## config.mk

```make
export PLATFORM = sky130hd
export DESIGN_NAME = oldland_dbus_arbiter_flat
export DESIGN_NICKNAME = d
export VERILOG_FILES = /design/src/rtl/oldland_dbus_arbiter_pkg.sv /design/src/rtl/oldland_dbus_arbiter_if.sv /design/src/rtl/oldland_rr_pick2.sv /design/src/rtl/oldland_dbus_arbiter.sv /design/src/flat_wrapper.sv
export SDC_FILE = /design/constraint.sdc
export NUM_CORES = 1
export LEC_CHECK = 0
export BUFFER_PORTS_ARGS = -buffer_cell sky130_fd_sc_hd__buf_2
export CORE_AREA = 2 2 120 122
export DETAILED_ROUTE_END_ITERATION = 7
export DIE_AREA = 0 0 122 124
export SLEW_MARGIN = 30
export SYNTH_ARGS = -nofsm -noshare
export SYNTH_HDL_FRONTEND = slang
export SYNTH_SLANG_ARGS = --single-unit
```

## constraint.sdc

```tcl
create_clock -name clk -period 1.99 [get_ports clk]
set_clock_uncertainty 0.15 [all_clocks]
set_input_delay 0.0995 -clock clk [delete_from_list [all_inputs] [get_ports clk]]
set_output_delay 0.0995 -clock clk [all_outputs]
set_load 0.01 [all_outputs]
```

## src/rtl/oldland_dbus_arbiter_pkg.sv

```systemverilog
// Shared definitions for the data-bus arbiter: state encoding and master indices.
// Also used by the round-robin picker so a future instruction-bus arbiter can reuse both.
package oldland_dbus_arbiter_pkg;

  typedef enum logic {
    ST_IDLE = 1'b0,
    ST_BUSY = 1'b1
  } arb_state_e;

  localparam logic M_CPU = 1'b0;
  localparam logic M_AUX = 1'b1;

  function automatic logic other_master(input logic idx);
    return ~idx;
  endfunction

endpackage

```

## src/rtl/oldland_dbus_arbiter_if.sv

```systemverilog
// One word-addressed data-bus port. The requester drives the master modport;
// whoever answers the request uses the slave modport.
interface oldland_dbus_arbiter_if;

  logic        access;
  logic        wr_en;
  logic [29:0] addr;
  logic [3:0]  bytesel;
  logic [31:0] wr_val;
  logic [31:0] data;
  logic        ack;
  logic        error;

  modport master (
    output access, wr_en, addr, bytesel, wr_val,
    input  data, ack, error
  );

  modport slave (
    input  access, wr_en, addr, bytesel, wr_val,
    output data, ack, error
  );

endinterface

```

## src/rtl/oldland_rr_pick2.sv

```systemverilog
// Combinational two-request round-robin picker: on a tie the master that was
// not granted last wins, otherwise the lone requester is chosen.
module oldland_rr_pick2
  import oldland_dbus_arbiter_pkg::*;
(
  input  logic req0,
  input  logic req1,
  input  logic last_grant,
  output logic gnt_valid,
  output logic gnt_idx
);

  always_comb begin
    gnt_valid = req0 | req1;
    gnt_idx   = M_CPU;
    if (req0 && req1) begin
      gnt_idx = other_master(last_grant);
    end else if (req1) begin
      gnt_idx = M_AUX;
    end
  end

endmodule

```

## src/rtl/oldland_dbus_arbiter.sv

```systemverilog
// Two-master data-bus arbiter: grants one master at a time, holds the grant until
// ack/error or withdrawal, and synthesizes an error if the slave never answers.
module oldland_dbus_arbiter
  import oldland_dbus_arbiter_pkg::*;
#(
  parameter int unsigned TIMEOUT_CYCLES = 255,
  parameter int unsigned TIMEOUT_BITS   = 8
) (
  input  logic                   clk,
  input  logic                   rst,
  oldland_dbus_arbiter_if.slave  m0,
  oldland_dbus_arbiter_if.slave  m1,
  oldland_dbus_arbiter_if.master d,
  output logic                   busy,
  output logic                   owner
);

  localparam bit                    TIMEOUT_EN = (TIMEOUT_CYCLES != 0);
  localparam logic [TIMEOUT_BITS-1:0] CNT_LAST = TIMEOUT_BITS'(TIMEOUT_CYCLES - 1);
  localparam logic [TIMEOUT_BITS-1:0] CNT_MAX  = '1;

  arb_state_e              state_q, state_d;
  logic                    owner_q, owner_d;
  logic                    last_grant_q, last_grant_d;
  logic [TIMEOUT_BITS-1:0] cnt_q, cnt_d;

  logic        pick_valid;
  logic        pick_idx;
  logic        o_access;
  logic        o_wr_en;
  logic [29:0] o_addr;
  logic [3:0]  o_bytesel;
  logic [31:0] o_wr_val;
  logic        active;
  logic        resp;
  logic        timeout_hit;
  logic        done;
  logic        sel0;
  logic        sel1;

  oldland_rr_pick2 u_pick (
    .req0       (m0.access),
    .req1       (m1.access),
    .last_grant (last_grant_q),
    .gnt_valid  (pick_valid),
    .gnt_idx    (pick_idx)
  );

  always_comb begin
    if (owner_q == M_AUX) begin
      o_access  = m1.access;
      o_wr_en   = m1.wr_en;
      o_addr    = m1.addr;
      o_bytesel = m1.bytesel;
      o_wr_val  = m1.wr_val;
    end else begin
      o_access  = m0.access;
      o_wr_en   = m0.wr_en;
      o_addr    = m0.addr;
      o_bytesel = m0.bytesel;
      o_wr_val  = m0.wr_val;
    end
  end

  // Gating with rst drops the grant in the reset cycle itself, so a late
  // response can never reach a master.
  assign active      = (state_q == ST_BUSY) && !rst;
  assign resp        = d.ack | d.error;
  assign timeout_hit = TIMEOUT_EN && active && o_access && !resp && (cnt_q == CNT_LAST);
  assign done        = resp | timeout_hit | !o_access;
  assign sel0        = active && (owner_q == M_CPU);
  assign sel1        = active && (owner_q == M_AUX);

  always_ff @(posedge clk) begin
    if (rst) begin
      state_q      <= ST_IDLE;
      owner_q      <= M_CPU;
      last_grant_q <= M_AUX;
      cnt_q        <= '0;
    end else begin
      state_q      <= state_d;
      owner_q      <= owner_d;
      last_grant_q <= last_grant_d;
      cnt_q        <= cnt_d;
    end
  end

  always_comb begin
    state_d      = state_q;
    owner_d      = owner_q;
    last_grant_d = last_grant_q;
    cnt_d        = cnt_q;
    case (state_q)
      ST_IDLE: begin
        if (pick_valid) begin
          state_d = ST_BUSY;
          owner_d = pick_idx;
          cnt_d   = '0;
        end
      end
      ST_BUSY: begin
        if (done) begin
          state_d      = ST_IDLE;
          last_grant_d = owner_q;
        end else if (cnt_q != CNT_MAX) begin
          cnt_d = cnt_q + TIMEOUT_BITS'(1);
        end
      end
    endcase
  end

  always_comb begin
    d.access  = active & o_access & ~timeout_hit;
    d.wr_en   = active & o_wr_en;
    d.addr    = active ? o_addr    : '0;
    d.bytesel = active ? o_bytesel : '0;
    d.wr_val  = active ? o_wr_val  : '0;

    m0.ack    = sel0 & d.ack;
    m0.error  = sel0 & (d.error | timeout_hit);
    m0.data   = sel0 ? d.data : '0;

    m1.ack    = sel1 & d.ack;
    m1.error  = sel1 & (d.error | timeout_hit);
    m1.data   = sel1 ? d.data : '0;

    busy      = (state_q == ST_BUSY);
    owner     = owner_q;
  end

endmodule

```

## src/flat_wrapper.sv

```systemverilog
// flat-port wrapper written by rule: the top's interface ports become plain ports
module oldland_dbus_arbiter_flat import oldland_dbus_arbiter_pkg::*;
#(
  parameter int unsigned TIMEOUT_CYCLES = 255,
  parameter int unsigned TIMEOUT_BITS   = 8
)
  (clk, rst, busy, owner, m0_access, m0_wr_en, m0_addr, m0_bytesel, m0_wr_val, m0_data, m0_ack, m0_error, m1_access, m1_wr_en, m1_addr, m1_bytesel, m1_wr_val, m1_data, m1_ack, m1_error, d_access, d_wr_en, d_addr, d_bytesel, d_wr_val, d_data, d_ack, d_error);
  oldland_dbus_arbiter_if m0_i ();
  oldland_dbus_arbiter_if m1_i ();
  oldland_dbus_arbiter_if d_i ();
  input  logic clk;
  input  logic rst;
  output logic busy;
  output logic owner;
  input wire logic [$bits(m0_i.access)-1:0] m0_access;
  input wire logic [$bits(m0_i.wr_en)-1:0] m0_wr_en;
  input wire logic [$bits(m0_i.addr)-1:0] m0_addr;
  input wire logic [$bits(m0_i.bytesel)-1:0] m0_bytesel;
  input wire logic [$bits(m0_i.wr_val)-1:0] m0_wr_val;
  output wire logic [$bits(m0_i.data)-1:0] m0_data;
  output wire logic [$bits(m0_i.ack)-1:0] m0_ack;
  output wire logic [$bits(m0_i.error)-1:0] m0_error;
  input wire logic [$bits(m1_i.access)-1:0] m1_access;
  input wire logic [$bits(m1_i.wr_en)-1:0] m1_wr_en;
  input wire logic [$bits(m1_i.addr)-1:0] m1_addr;
  input wire logic [$bits(m1_i.bytesel)-1:0] m1_bytesel;
  input wire logic [$bits(m1_i.wr_val)-1:0] m1_wr_val;
  output wire logic [$bits(m1_i.data)-1:0] m1_data;
  output wire logic [$bits(m1_i.ack)-1:0] m1_ack;
  output wire logic [$bits(m1_i.error)-1:0] m1_error;
  output wire logic [$bits(d_i.access)-1:0] d_access;
  output wire logic [$bits(d_i.wr_en)-1:0] d_wr_en;
  output wire logic [$bits(d_i.addr)-1:0] d_addr;
  output wire logic [$bits(d_i.bytesel)-1:0] d_bytesel;
  output wire logic [$bits(d_i.wr_val)-1:0] d_wr_val;
  input wire logic [$bits(d_i.data)-1:0] d_data;
  input wire logic [$bits(d_i.ack)-1:0] d_ack;
  input wire logic [$bits(d_i.error)-1:0] d_error;
  assign m0_i.access = m0_access;
  assign m0_i.wr_en = m0_wr_en;
  assign m0_i.addr = m0_addr;
  assign m0_i.bytesel = m0_bytesel;
  assign m0_i.wr_val = m0_wr_val;
  assign m0_data = m0_i.data;
  assign m0_ack = m0_i.ack;
  assign m0_error = m0_i.error;
  assign m1_i.access = m1_access;
  assign m1_i.wr_en = m1_wr_en;
  assign m1_i.addr = m1_addr;
  assign m1_i.bytesel = m1_bytesel;
  assign m1_i.wr_val = m1_wr_val;
  assign m1_data = m1_i.data;
  assign m1_ack = m1_i.ack;
  assign m1_error = m1_i.error;
  assign d_access = d_i.access;
  assign d_wr_en = d_i.wr_en;
  assign d_addr = d_i.addr;
  assign d_bytesel = d_i.bytesel;
  assign d_wr_val = d_i.wr_val;
  assign d_i.data = d_data;
  assign d_i.ack = d_ack;
  assign d_i.error = d_error;
  oldland_dbus_arbiter #(.TIMEOUT_CYCLES(TIMEOUT_CYCLES), .TIMEOUT_BITS(TIMEOUT_BITS)) u_core (.clk(clk), .rst(rst), .m0(m0_i), .m1(m1_i), .d(d_i), .busy(busy), .owner(owner));
endmodule
```

==> Yosys cells after proc, flatten, opt, wreduce, memory -nomap -nowiden <==
Cells that the tools add are included.
{ "totals": {"input_bits": 172, "output_inout_bits": 138, "reg_bits": 11, "elab_cells": 58} }
{ "op_classes": {"eq_ne": 5, "mux": 19, "bitwise_logic": 16, "n_reduce_logical": 13, "n_addsub": 1} }
{ "ops": {"columns": ["op", "n"], "rows": [
  ["32-bit two-way mux", 4],
  ["30-bit two-way mux", 2],
  ["8-bit two-way mux", 3],
  ["8-bit one-hot mux with 2 select lines", 1],
  ["8-bit by 1-bit adder with 8-bit output, second input constant", 1],
  ["8-bit equality test, second input constant", 1],
  ["4-bit two-way mux", 2],
  ["8-bit != test, second input constant", 1],
  ["1-bit bitwise AND", 7],
  ["1-bit logical AND", 7],
  ["1-bit two-way mux", 6],
  ["1-bit bitwise OR", 5],
  ["2-bit != test, second input constant", 2],
  ["1-bit NOT", 4],
  ["2-bit AND reduction", 2],
  ["1-bit zero test", 3],
  ["3-bit AND reduction", 1],
  ["2-bit by 1-bit != test with 1-bit output, second input constant", 1],
  ["1-bit one-hot mux with 2 select lines", 1]
]} }

==> Depth between registers and ports, before layout <==
Gate-level depths: netlist of the first run.
{ "depth": {"ltp_word": 9, "mapped_depth": 6, "mapped_depth_nobuf": 6} }

==> Hierarchy <==
Synthesis of the first run repeated with hierarchy kept, for this count alone.
{ "hier_totals": {"cells_unflattened": 310, "area_unflattened_um2": 2108.3} }
{ "by_module_without_submodules": {"columns": ["mod", "instances", "seq_area_each_um2", "cells_per_inst", "area_per_inst_um2"], "rows": [
  ["oldland_dbus_arbiter", 1, 220.2, 308, 2094.5],
  ["oldland_rr_pick2", 1, 0.0, 2, 13.8]
]} }

==> Worst setup path before layout of the first run <==
OpenSTA, ideal clock, no wires.
{ "synth_path": {"kind": "reg-to-reg", "startpoint": "reg u_core.state_q (netlist: u_core.busy)", "endpoint": "reg u_core.cnt_q[0]", "setup_ns": 0.114, "path_stages_with_launch": 6, "t_required_ns": 1.726, "n_path_buf": 1, "arrival_time_ns": 1.516, "period_less_slack_ns": 1.780, "slack_ns": 0.210, "path_cell_list": "dfxtp_1 buf_2 or3b_1 nor3_1 a221oi_4 a21o_1"} }
{ "synth_via": {"elab_chain_len": 8, "elab_cells_between_ends": 12, "classes_between": "eq/ne: 3; mux: 1; bitwise: 3; reduce/logical: 5"} }
{ "synth_rtl": {"columns": ["element", "line", "rtl"], "rows": [
  ["start, declared", "oldland_dbus_arbiter.sv:22", "arb_state_e state_q, state_d;"],
  ["start signal, assigned", "oldland_dbus_arbiter.sv:81", "state_q <= state_d;"],
  ["1-bit logical AND", "oldland_dbus_arbiter.sv:67", "assign active = (state_q == ST_BUSY) && !rst;"],
  ["1-bit logical AND (3 in series)", "oldland_dbus_arbiter.sv:69", "assign timeout_hit = TIMEOUT_EN && active && o_access && !resp && (cnt_q == CNT_LAST);"],
  ["1-bit bitwise OR (2 in series)", "oldland_dbus_arbiter.sv:70", "assign done = resp | timeout_hit | !o_access;"],
  ["2-bit != test (no source line)", null, null],
  ["3-bit AND reduction (no source line)", null, null],
  ["end signal, assigned", "oldland_dbus_arbiter.sv:84", "cnt_q <= cnt_d;"],
  ["end, declared", "oldland_dbus_arbiter.sv:25", "logic [TIMEOUT_BITS-1:0] cnt_q, cnt_d;"]
]} }
Parallel ways exist; a longest one is shown, timed or not.
A chain may end at the register's enable or synchronous reset.

==> Worst setup path in the final report of the first run <==
{ "layout_path": {"startpoint": "reg u_core.cnt_q[2]", "endpoint": "out m0_error"} }
{ "layout_via": {"elab_chain_len": 4} }
{ "layout_rtl": {"columns": ["element", "line", "rtl"], "rows": [
  ["8-bit equality test", "oldland_dbus_arbiter.sv:69", null],
  ["1-bit logical AND", "oldland_dbus_arbiter.sv:69", null],
  ["1-bit bitwise OR", "oldland_dbus_arbiter.sv:120", "m0.error = sel0 & (d.error | timeout_hit);"],
  ["1-bit bitwise AND", "oldland_dbus_arbiter.sv:120", null],
  ["end, declared", "flat_wrapper.sv:22", "output wire logic [$bits(m0_i.error)-1:0] m0_error;"]
]} }
No other way between the ends.

==> impl_metrics.env, run 1 <==
export IMPL_drt_first_pass_iters=4
export IMPL_chipWidth_microns=122
export IMPL_min_from="rst"
export IMPL_hold_class="input pin to flop"
export IMPL_holdPathStages=3
export IMPL_slowest_stage="dfxtp_1"
export IMPL_synth_ff_type="dfxtp_1"
export IMPL_routed_wl_microns=10300
export IMPL_start_util_pct=16.1
export IMPL_syn_num_nets=495
export IMPL_clk_path_buf_depth=2
export IMPL_vias_per_cell=4.19
export IMPL_final_setup_viol_count=0
export IMPL_fin_tns_setup_ps=0
export IMPL_drive_gt1_share_pct=55.6
export IMPL_fmax_mhz=526
export IMPL_timing_rr_end="u_core.cnt_q[7]$_SDFFE_PP0P_"
export IMPL_grt_pass1_wl_microns=13700
export IMPL_yosys_top_cells_count="75 x nor2_1, 69 x mux2i_1, 34 x and2_1"
export IMPL_synth_edf_count=0
export IMPL_crit_chain="nand4bb_4, nor4_4, nor2_2, nor3_2, buf_2"
export IMPL_leakage_nw=2.41
export IMPL_clk_pin_slew_worst_paths_ps=40
export IMPL_vdd_drop_max_mv=0.233
export IMPL_syn_avg_cell_area_sq_um=6.88
export IMPL_cts_inserted_buffers=3
export IMPL_cpPeakStageDelay_ps=500
export IMPL_synth_distinct_cells=44
export IMPL_die_y_microns=124
export IMPL_gr_usage_all_layers_pct=11.3
export IMPL_synth_most_common_cell="nor2_1"
export IMPL_dieArea_sq_um=15100
export IMPL_min_to="u_core.owner$_SDFFE_PP0P_"
export IMPL_hold_viol_final=0
export IMPL_insertion_delay_ps=240
export IMPL_place_congestion=0.833
export IMPL_n_antenna_cell=0
export IMPL_worstSetupEndpointType="primary output"
export IMPL_grt_antenna_before_repair=0
export IMPL_reg2regPathDepth=5
export IMPL_coreArea_sq_um=13700
export IMPL_final_util_pct=30.2
export IMPL_yosysWarnings=0
export IMPL_finalCritPeriodShare_pct=95.5
export IMPL_p_per_area_nw_per_um2=308
export IMPL_grt_max_degree=56
export IMPL_synth_area_leaders="mux2i_1 31%, nor2_1 13%, dfxtp_1 10%"
export IMPL_boundaryPins=310
export IMPL_drtAntennaViolNets=0
export IMPL_max_slew_worst_pin_slew_ps=505
export IMPL_status="complete, no violations"
export IMPL_arrival_ps=1650
export IMPL_htreeDepth=1
export IMPL_yosysSeqAreaShare_pct=9.97
export IMPL_slew_headroom_pct=66.3
export IMPL_grt_overflow=0
export IMPL_cap_violations=0
export IMPL_fp_row_count=43
export IMPL_post_route_drc_count=0
export IMPL_critPathKind="flop to primary output"
export IMPL_crit_path_start_kind="flop"
export IMPL_crit_fanout=8
export IMPL_r2r_setup_slack_ps=130
export IMPL_wl_per_cell_microns=12.9
export IMPL_syn_inst=321
export IMPL_synthArstFlopShare_pct=0
export IMPL_report_final_slew_viol_count=0
export IMPL_synth_seq_cells=11
export IMPL_drt_iter0_markers=53
export IMPL_worstPathRequired_ps=1740
export IMPL_grt_pass1_vias=2760
export IMPL_min_period_ps=1900
export IMPL_reg2reg_from="u_core.owner$_SDFFE_PP0P_"
export IMPL_tritoncts="yes"
export IMPL_vias=3344
export IMPL_clk_root_buffer_cell="clkbuf_16"
export IMPL_area_delta_synth_final_pct=87.6
export IMPL_synthesis_area_sq_um=2210
export IMPL_dpl_hpwl_microns=8640
export IMPL_yosysTopAreaCellShare_pct=31.3
export IMPL_fin_nets=794
export IMPL_clock_sinks=11
export IMPL_port_buffers=309
export IMPL_yosys_area_top_type="mux2i_1"
==> sequential cells by signal (all words and copies together) (netlist names) <==
register,flops
u_core.last_grant_q,1
u_core.cnt_q,8
u_core.owner,1
u_core.busy,1
==> logic make-up after synthesis <==
family          count (synthesis)  synth area share (%)
simple gates                  177                  40.9
mux                            71                  32.3
buf+inv                        33                  6.00
compound gates                 27                  9.74
flops                          11                  9.97
fa+ha+maj                       2                  1.13
==> cell type report <==
type                    count  area, sq um
fillers                  1528         9570
multi-input cells         277         1920
repair buffers            323         1680
flip-flops and latches     11          226
well taps                 180          225
clock buffers               3         75.1
inverters                   4         15.0
clock inverters             1         5.00
==> power by group <==
group / switching, W / total, W / internal [W]
sequential: 0.00000720 / 0.000234 / 0.000227
clock: 0.000113 / 0.000380 / 0.000267
combinational: 0.000331 / 0.000661 / 0.000330
==> placed cells by master (no fill, tap or decap), types with 2 or more instances in the layout <==
master / count
a21o_1: 2
a21oi_1: 3
and2_1: 34
and3_1: 33
buf_12: 2
buf_2: 309
buf_4: 11
clkbuf_16: 3
dfxtp_1: 8
dfxtp_2: 2
inv_1: 3
mux2_1: 2
mux2i_1: 68
nand2_1: 9
nand3_1: 6
nor2_1: 73
nor2_2: 2
nor3_1: 5
o21ai_0: 4
o21ai_1: 2
o22a_1: 3
o31ai_1: 2
==> metal layers <==
| layer | GRT usage [%] | vias up | routed length [microns] |
|---|---|---|---|
| met5 | 0 | - | 0 |
| met4 | 2.01 | 0 | 61 |
| met3 | 1.01 | 5 | 837 |
| met2 | 21.4 | 181 | 5180 |
| met1 | 14.1 | 1448 | 4230 |
| li1 | - | 1710 | - |
==> through the flow <==
stage	setup slack (ps)	instance area [sq um]	std cells	power [W]	hold WS, ps
2_1_floorplan	210	2210	321	0.000573	109
3_3_place_gp	145	3980	792	0.000891	261
3_5_place_dp	116	3980	792	0.000892	249
4_1_cts	26.4	4080	797	0.00128	52.7
5_1_grt	-17.3	4150	799	0.00136	93.2
6_report	89.4	4150	799	0.00127	71.0
==> how the worst max path moves through the flow <==
stage,from,endpoint,slack (ps)
finish,u_core.cnt_q[2]$_SDFFE_PP0P_,m0_error,90
global route,u_core.cnt_q[2]$_SDFFE_PP0P_,m0_error,-20
CTS,u_core.cnt_q[0]$_SDFFE_PP0P_,d_access,30
detailed placement,u_core.cnt_q[0]$_SDFFE_PP0P_,m0_error,120
global placement,u_core.cnt_q[0]$_SDFFE_PP0P_,m0_error,140
floorplan,u_core.busy$_SDFF_PP0_,u_core.cnt_q[0]$_SDFFE_PP0P_,210
==> worst max-delay path, delay by kind of cell, from the launching register on <==
| family | cells | cell delay [ps] |
|---|---|---|
| buffers and inverters | 1 | 150 |
| DFF | 1 | 500 |
| and+or+nand+nor | 4 | 750 |
==> what timing repair did <==
action                                  in CTS  in global routing
pin swaps                                    1                  3
hold endpoints to repair                     1                  0
buffers inserted                             0                  2
endpoints found under the setup margin      28                  6
resized for setup                            2                 10
hold buffers                                 1                  0
Power figures use the tool's default switching activity.
==> run 2: changes to the inputs <==
CORE_AREA = 2 2 122 124   (was 2 2 120 122)
CTS_BUF_LIST = sky130_fd_sc_hd__clkbuf_4 sky130_fd_sc_hd__clkbuf_8   (was unset)
DIE_AREA = 0 0 124 126   (was 0 0 122 124)
==> run 2 against run 1 <==
  * Maximum frequency rose by 0.89%
  * Combinational power up 1%
  * Non-clock buffer count increased by 1
  * Setup slack improved by 17 ps
  * Critical endpoint is now m1_error
  * Highest routed layer unchanged
  * Critical path depth up 1
  * Largest cell class unchanged
  * Core utilization down 1.4 points
  * Global-route usage grew 1.2 points
  * Sequential share of layout area hardly changed
  * Power shrank 9.8%
  * Final area is 0.51% lower
  * Cell count rose by 0.75%
  * Sequential power barely moved
==> impl_metrics.env, run 2 (synthesis gave the netlist of run 1 again) <==
export IMPL_whs_ps=4.58
export IMPL_reg2regPathDepth=5
export IMPL_fp_row_count=44
export IMPL_grt_max_degree=57
export IMPL_fmax_mhz=531
export IMPL_vias_per_cell=4.15
export IMPL_layout_cells_most_common="buf_2"
export IMPL_insertion_delay_ps=240
export IMPL_worstSetupEndpointType="primary output"
export IMPL_max_slew_worst_pin_slew_ps=526
export IMPL_rsz0062_at_grt="no"
export IMPL_hold_viol_final=0
export IMPL_status="complete, no violations"
export IMPL_vias=3339
export IMPL_grt_pass1_wl_microns=15500
export IMPL_largest_register="u_core.cnt_q"
export IMPL_pre_cts_slack_ps=73.3
export IMPL_drt_first_pass_iters=4
export IMPL_holdPathStages=2
export IMPL_leakage_nw=2.40
export IMPL_drive_gt1_share_pct=55.2
export IMPL_area_delta_synth_final_pct=86.6
export IMPL_fin_nets=795
export IMPL_grt_overflow=0
export IMPL_routed_wl_microns=10900
export IMPL_seq_area_sq_um=225
export IMPL_p_per_area_nw_per_um2=279
export IMPL_crit_path_start_kind="flop"
export IMPL_coreArea_sq_um=14300
export IMPL_cts_inserted_buffers=3
export IMPL_htreeDepth=1
export IMPL_grt_antenna_before_repair=0
export IMPL_critPathKind="flop to primary output"
export IMPL_post_cts_setup_buffers=0
export IMPL_clk_pin_slew_worst_paths_ps=50
export IMPL_vdd_drop_max_mv=0.199
export IMPL_fillers=1588
export IMPL_worstPathRequired_ps=1740
export IMPL_place_congestion=0.757
export IMPL_start_util_pct=15.4
export IMPL_boundaryPins=310
export IMPL_drtAntennaViolNets=0
export IMPL_cap_violations=0
export IMPL_final_setup_viol_count=0
export IMPL_hold_class="input pin to flop"
export IMPL_chipWidth_microns=124
export IMPL_clock_sinks=11
export IMPL_slew_headroom_pct=64.9
export IMPL_port_buffers=309
export IMPL_drt_iter0_markers=80
export IMPL_grt_pass1_vias=2958
export IMPL_final_cell_mix="309 x buf_2, 74 x nor2_1, 68 x mux2i_1"
export IMPL_dpl_hpwl_microns=9050
export IMPL_fin_ws_ps=106
export IMPL_tritoncts="yes"
export IMPL_fin_tns_setup_ps=0
export IMPL_clk_root_buffer_cell="clkbuf_8"
export IMPL_report_final_slew_viol_count=0
export IMPL_finalCritPeriodShare_pct=94.7
export IMPL_largest_reg_flops=8
export IMPL_clk_path_buf_depth=2
export IMPL_arrival_ps=1630
export IMPL_wl_per_cell_microns=13.5
export IMPL_die_y_microns=126
export IMPL_r2r_setup_slack_ps=110
export IMPL_multi_input_area_sq_um=1920
export IMPL_gr_usage_all_layers_pct=12.5
export IMPL_min_period_ps=1880
export IMPL_crit_fanout=8
export IMPL_post_route_drc_count=0
export IMPL_dieArea_sq_um=15600
run 2: worst paths after layout:
check | endpoint | startpoint
hold / removal | u_core.owner$_SDFFE_PP0P_ | rst
hold reg to reg | u_core.last_grant_q$_SDFFE_PP1P_ | u_core.last_grant_q$_SDFFE_PP1P_
setup / recovery | m1_error | u_core.busy$_SDFF_PP0_
setup reg to reg | u_core.cnt_q[0]$_SDFFE_PP0P_ | u_core.cnt_q[1]$_SDFFE_PP0P_
run 2: per-stage QoR:
stage                     util (%)  power [W]  std cells  instance area [sq um]
after floorplan                  -   0.000573        321                   2210
after global placement        28.0   0.000902        799                   4010
after detailed placement      28.0   0.000901        799                   4010
after CTS                     28.6    0.00115        804                   4100
after global routing          28.8    0.00123        804                   4120
final                         28.8    0.00115        805                   4120
run 2: area by class of cell:
class / instances / area share [%]
Multi-Input combinational cell: 277 / 46.5
Timing Repair Buffer: 324 / 40.9
Tap cell: 184 / 5.58
Sequential cell: 11 / 5.46
Clock buffer: 4 / 1.18
Inverter: 4 / 0.364
Antenna cell: 1 / 0.0607
run 2: power breakdown:
group | internal (W) | switching, W
Sequential | 0.000227 | 0.00000746
Clock | 0.000155 | 0.0000916
Combinational | 0.000334 | 0.000336
run 2: worst max-delay path: stages (launching register included):
cell and delay, ps:
dfxtp_2 350, buf_4 160, nand4b_1 160, nor4_4 340
nor2_2 90, nor2_1 120, buf_2 160
run 2: what timing repair did:
action | CTS | global route
setup endpoints to repair | 2 | 35
resized for setup | 4 | 5
hold endpoints to repair | 1 | 0
pin swaps | 0 | 1
hold buffers | 1 | 0
run 2: per-layer routing:
| layer | global-route usage, % | wire, microns | vias to the layer above |
|---|---|---|---|
| li1 | - | - | 1720 |
| met3 | 1.63 | 919 | 6 |
| met1 | 15.3 | 4570 | 1427 |
| met2 | 23.5 | 5310 | 186 |
| met4 | 1.78 | 72 | 0 |
| met5 | 0 | 0 | - |
